[config.mk]
export PLATFORM = sky130hd
export DESIGN_NAME = mips_dmem_mmio
export DESIGN_NICKNAME = d
export VERILOG_FILES = /design/src/rtl/mips_dmem_mmio.sv
export SDC_FILE = /design/constraint.sdc
export NUM_CORES = 2
export LEC_CHECK = 0
export CELL_PAD_IN_SITES_DETAIL_PLACEMENT = 2
export CELL_PAD_IN_SITES_GLOBAL_PLACEMENT = 2
export CORE_UTILIZATION = 45
export CTS_CLUSTER_SIZE = 12
export DETAILED_ROUTE_END_ITERATION = 10
export PLACE_DENSITY = 0.69
export SKIP_CTS_REPAIR_TIMING = 1
export SYNTH_ARGS = -nofsm -noshare
export SYNTH_HDL_FRONTEND = slang
export SYNTH_SLANG_ARGS = --single-unit
[constraint.sdc]
create_clock -name clk -period 5.3 [get_ports clk]
set_clock_uncertainty 0.15 [all_clocks]
set_input_delay 0.53 -clock clk [delete_from_list [all_inputs] [get_ports clk]]
set_output_delay 0.53 -clock clk [all_outputs]
set_load 0.02 [all_outputs]
[src/rtl/mips_dmem_mmio.sv]
// Data-memory responder for the single-cycle MIPS core: word RAM plus an MMIO window
// holding a TX byte FIFO and (when MMIO_TIMER_EN is defined) a compare-interrupt timer.
module mips_dmem_mmio #(
    parameter int          RAM_WORDS  = 64,
    parameter int          FIFO_DEPTH = 4,
    parameter logic [31:0] MMIO_BASE  = 32'hFFFF0000
) (
    input  logic        clk,
    input  logic        reset,
    input  logic        memwrite,
    input  logic [31:0] memaddr,
    input  logic [31:0] memwritedata,
    output logic [31:0] memreaddata,
    output logic        tx_valid,
    output logic [7:0]  tx_data,
    input  logic        tx_ready,
    output logic        irq
);
    localparam int AW = $clog2(RAM_WORDS);
    localparam int PW = $clog2(FIFO_DEPTH);
    localparam int CW = PW + 1;

    logic [31:0]   ram [RAM_WORDS];
    logic [7:0]    fifo_mem [FIFO_DEPTH];
    logic [PW-1:0] wr_ptr, rd_ptr;
    logic [CW-1:0] fifo_count;
    logic          tx_ovf;
    logic          irq_pend;
    logic [31:0]   tmr_count, tmr_cmp;

    logic          is_mmio, mapped, wr_reg;
    logic [1:0]    reg_sel;
    logic          wr_ram, wr_status;
    logic          fifo_empty, fifo_full, push_req, push_ok, pop;
    logic [7:0]    count8;
    logic [31:0]   status_word;

    assign is_mmio   = memaddr >= MMIO_BASE;
    assign mapped    = memaddr[15:4] == 12'd0;
    assign reg_sel   = memaddr[3:2];
    assign wr_ram    = memwrite & ~reset & ~is_mmio;
    assign wr_reg    = memwrite & is_mmio & mapped;
    assign wr_status = wr_reg & (reg_sel == 2'd1);

    assign fifo_empty = fifo_count == '0;
    assign fifo_full  = fifo_count == CW'(FIFO_DEPTH);
    assign push_req   = wr_reg & (reg_sel == 2'd0);
    assign pop        = tx_valid & tx_ready;
    // A full FIFO still accepts a push when the head leaves in the same cycle.
    assign push_ok    = push_req & (~fifo_full | pop);

    assign tx_valid = ~fifo_empty;
    assign tx_data  = fifo_mem[rd_ptr];

    always_ff @(posedge clk) begin
        if (wr_ram)
            ram[memaddr[AW+1:2]] <= memwritedata;
    end

    always_ff @(posedge clk) begin
        if (push_ok && !reset)
            fifo_mem[wr_ptr] <= memwritedata[7:0];
    end

    always_ff @(posedge clk) begin
        if (reset) begin
            wr_ptr     <= '0;
            rd_ptr     <= '0;
            fifo_count <= '0;
            tx_ovf     <= 1'b0;
        end else begin
            if (push_ok)
                wr_ptr <= wr_ptr + 1'b1;
            if (pop)
                rd_ptr <= rd_ptr + 1'b1;
            case ({push_ok, pop})
                2'b10:   fifo_count <= fifo_count + 1'b1;
                2'b01:   fifo_count <= fifo_count - 1'b1;
                default: fifo_count <= fifo_count;
            endcase
            if (push_req && !push_ok)
                tx_ovf <= 1'b1;
            else if (wr_status && memwritedata[1])
                tx_ovf <= 1'b0;
        end
    end

`ifdef MMIO_TIMER_EN
    logic wr_timer, wr_timecmp, irq_q;

    assign wr_timer   = wr_reg & (reg_sel == 2'd2);
    assign wr_timecmp = wr_reg & (reg_sel == 2'd3);

    always_ff @(posedge clk) begin
        if (reset) begin
            tmr_count <= '0;
            tmr_cmp   <= 32'hFFFFFFFF;
            irq_pend  <= 1'b0;
            irq_q     <= 1'b0;
        end else begin
            tmr_count <= wr_timer ? memwritedata : tmr_count + 32'd1;
            if (wr_timecmp)
                tmr_cmp <= memwritedata;
            // A match in the same cycle as a W1C clear keeps the interrupt pending.
            if (tmr_count == tmr_cmp)
                irq_pend <= 1'b1;
            else if (wr_status && memwritedata[0])
                irq_pend <= 1'b0;
            irq_q <= irq_pend;
        end
    end

    assign irq = irq_q;
`else
    logic unused_wdata;

    assign tmr_count    = '0;
    assign tmr_cmp      = '0;
    assign irq_pend     = 1'b0;
    assign irq          = 1'b0;
    assign unused_wdata = ^memwritedata[31:8];
`endif

    assign count8      = 8'(fifo_count);
    assign status_word = {16'd0, count8, 4'd0, fifo_full, fifo_empty, tx_ovf, irq_pend};

    always_comb begin
        memreaddata = '0;
        if (!is_mmio) begin
            memreaddata = ram[memaddr[AW+1:2]];
        end else if (mapped) begin
            case (reg_sel)
                2'd1:    memreaddata = status_word;
                2'd2:    memreaddata = tmr_count;
                2'd3:    memreaddata = tmr_cmp;
                default: memreaddata = '0;
            endcase
        end
    end
endmodule

==> flow_metrics.py <==
metrics = {
    "floorplan": {
        "rows": 154,
        "die_width_um": 424.7,
        "ios": 110,
        "start_util_pct": 45.47,
        "fp.dieH_um": 424.7,
        "core_um2": 176900,
        "design.die.area_um2": 180400,
    },
    "yosys": {
        "yosysSeqAreaShare_pct": 77.91,
        "yosys-top-cells-count": "edfxtp_1 (2,080), mux4_2 (510), mux2i_1 (178)",
        "synth_top_area_share_pct": 77.67,
        "synth_cells": 3558,
        "synthTopCellsByArea": "edfxtp_1 (78%), mux4_2 (14%), mux2i_1 (2.2%)",
        "yosysMostFrequentCell": "edfxtp_1",
        "yosysWarnings": 0,
        "synth_edf_count": 2080,
        "synth_fp_nets": 3631,
        "netlist_area_um2": 80420,
        "async_flop_share_pct": 0,
        "synth_cell_types": 59,
        "synth_flop_cell": "edfxtp_1",
        "synth_top_area_cell": "edfxtp_1",
        "synth-seq-cells": 2090,
        "synth.avg_cell_area_um2": 22.60,
    },
    "routing": {
        "drc_errors": 0,
        "via_per_inst": 6.696,
        "postRouteAntennaNets": 0,
        "wl_um": 290400,
        "routed-via-count": 43040,
        "drt_pass1_iterations": 5,
        "dr.first_iter.drc_count": 5790,
        "wl_per_cell_um": 45.19,
    },
    "critical_path": {
        "critPathLaunchType": "input port",
        "cp_cell_sequence": "clkdlybuf4s50_1 -> buf_4 -> nor2_1 -> nand2_2 -> o22ai_1 -> nor2_1 -> a21oi_1 -> clkdlybuf4s50_1",
        "critPathMaxStageDelay_ps": 890,
        "rr_worst_depth": 8,
        "rr_startpoint": "fifo_count[2]",
        "startpoint": "memaddr[7]",
        "crit_fanout": 14,
        "r2r_slack_ps": 2600,
        "required_ps": 4620,
        "endpoint_kind": "output port",
        "path_class": "input port to output port",
        "arrival_ps": 4600,
        "r2r-end": "fifo_count[2]",
        "cp_slowest_cell": "clkdlybuf4s50_1",
    },
    "global_routing": {
        "antenna_found_initial": 13,
        "first_global_vias": 45330,
        "grt_use_total_pct": 32.33,
        "grt_pass1_wl_um": 394200,
        "grt_overflow": 0,
        "grt_max_degree": 70,
    },
    "sta": {
        "worst_slack_ps": 21.04,
        "hold_viol": 0,
        "setup_viol": 0,
        "fin_crit_sh_pct": 99.60,
        "fmax_mhz": 189.4,
        "slew_viol_final": 0,
        "rsz0062_at_grt": "false",
        "worstMarginPinSlew_ps": 1472,
        "post-route-min-period_ps": 5279,
        "relSlewSlack_pct": 1.853,
        "setup-tns-final_ps": 0,
    },
    "job": {
        "drv_cap": 0,
    },
    "finish": {
        "final_util_pct": 52.26,
        "stdcell_count": 6427,
        "nets": 3987,
        "area_growth_syn_to_layout_pct": 14.94,
        "final_area_um2": 92440,
        "drive_above_1_share_pct": 28.42,
    },
    "placement": {
        "dp_hpwl_um": 163400,
        "post-place-cells": 6035,
        "dpl_worst_slack_ps": 239.4,
        "gp_congestion": 0.7820,
        "place_area_um2": 85970,
        "port_buffers": 106,
    },
    "clock_network": {
        "numCtsBuffers": 217,
        "clockBufferDepth": 3,
        "cts_tree": "yes",
        "cts-root-buf": "clkbuf_16",
        "clk_pin_slew_ps": 60,
        "cts-htree-levels": 4,
        "cts.sinks": 2090,
        "clk_latency_ps": 850,
    },
    "power": {
        "p_leak_nw": 29.08,
        "irDropWorstVdd_mv": 0.2728,
        "p_per_area_nw_per_um2": 376.9,
    },
    "hold_path": {
        "hold_start": "memwritedata[25]",
        "hp-class": "input port to flip-flop",
        "whs_endpoint": "ram[56][25]",
        "holdPathStages": 1,
    },
    "run_status": {
        "outcome": "completed",
    },
}
flip-flops by register name, indices dropped and copies added, names as in the netlist, named ones only:
| register | flops |
|---|---|
| wr_ptr | 2 |
| ram | 2048 |
| rd_ptr | 2 |
| fifo_mem | 32 |
| fifo_count | 3 |
| tx_ovf | 1 |
where the power goes:
group | internal [mW] | switching [mW]
clock | 7.94 | 6.75
sequential | 18.2 | 0.0285
combinational | 0.678 | 1.20
total | 26.9 | 7.98
critical path, delay by kind of cell:
kind,cells,cell delay [ps]
AO/OA/AOI/OAI,2,950
buffers and inverters,3,2010
AND/OR/NAND/NOR,3,1080
logic make-up (layout without fill, tap and decap cells):
| family | Yosys count | in the layout | share of synthesized area (%) |
|---|---|---|---|
| other cells | 1 | 6 | 0.004663 |
| fa+ha+maj | 5 | 5 | 0.08713 |
| simple gates | 317 | 317 | 1.816 |
| xor+xnor | 4 | 4 | 0.04357 |
| compound gates | 222 | 222 | 1.811 |
| mux | 719 | 719 | 16.97 |
| flops | 2090 | 2090 | 77.91 |
| buf+inv | 200 | 724 | 1.355 |
metal layers:
| metal | routed length [um] | global-route usage, % | vias up |
|---|---|---|---|
| li1 | - | - | 15850 |
| met1 | 110700 | 42.23 | 23960 |
| met2 | 144500 | 54.00 | 2583 |
| met3 | 20980 | 5.046 | 642 |
| met4 | 14270 | 14.00 | 4 |
| met5 | 27 | 0 | - |
per-stage QoR:
step | hold slack (ps) | total power, mW
2_1_floorplan | 303.8 | 19.54
3_3_place_gp | 324.9 | 20.36
3_5_place_dp | 362.4 | 20.47
4_1_cts | 222.6 | 34.98
5_1_grt | 179.6 | 35.50
6_report | 201.0 | 34.84
worst max path at each step:
stage                                  to  slack [ps]  cells past startpoint
after floorplan                ram[13][0]        1420                      9
after CTS                 memreaddata[27]         150                      8
final                     memreaddata[27]          20                      8
after detailed placement   memreaddata[5]         240                     10
after global routing      memreaddata[27]         100                      8
after global placement     memreaddata[5]         240                     10
placed cells by master, fill, tap and decap left out, types with 29 or more instances in the layout:
cell type,count
edfxtp_1,2080
mux4_2,510
clkbuf_16,222
buf_4,194
mux2i_1,178
nand2_1,93
nor2_4,64
clkinv_1,59
clkbuf_1,58
clkdlybuf4s50_1,58
o22ai_1,57
buf_12,48
nor2_1,44
a21oi_1,41
clkinv_2,32
buf_2,32
mux2_2,29
cell type report:
cell class	count	area (um2)
inverters	3	18.77
flip-flops and latches	2090	62660
multi-input cells	1268	17180
repair buffers	334	3188
clock buffers	282	5801
diodes	5	12.51
clock inverters	105	654.4
well taps	2340	2928
fillers	14940	84440
(Power assumes the default switching activity.)
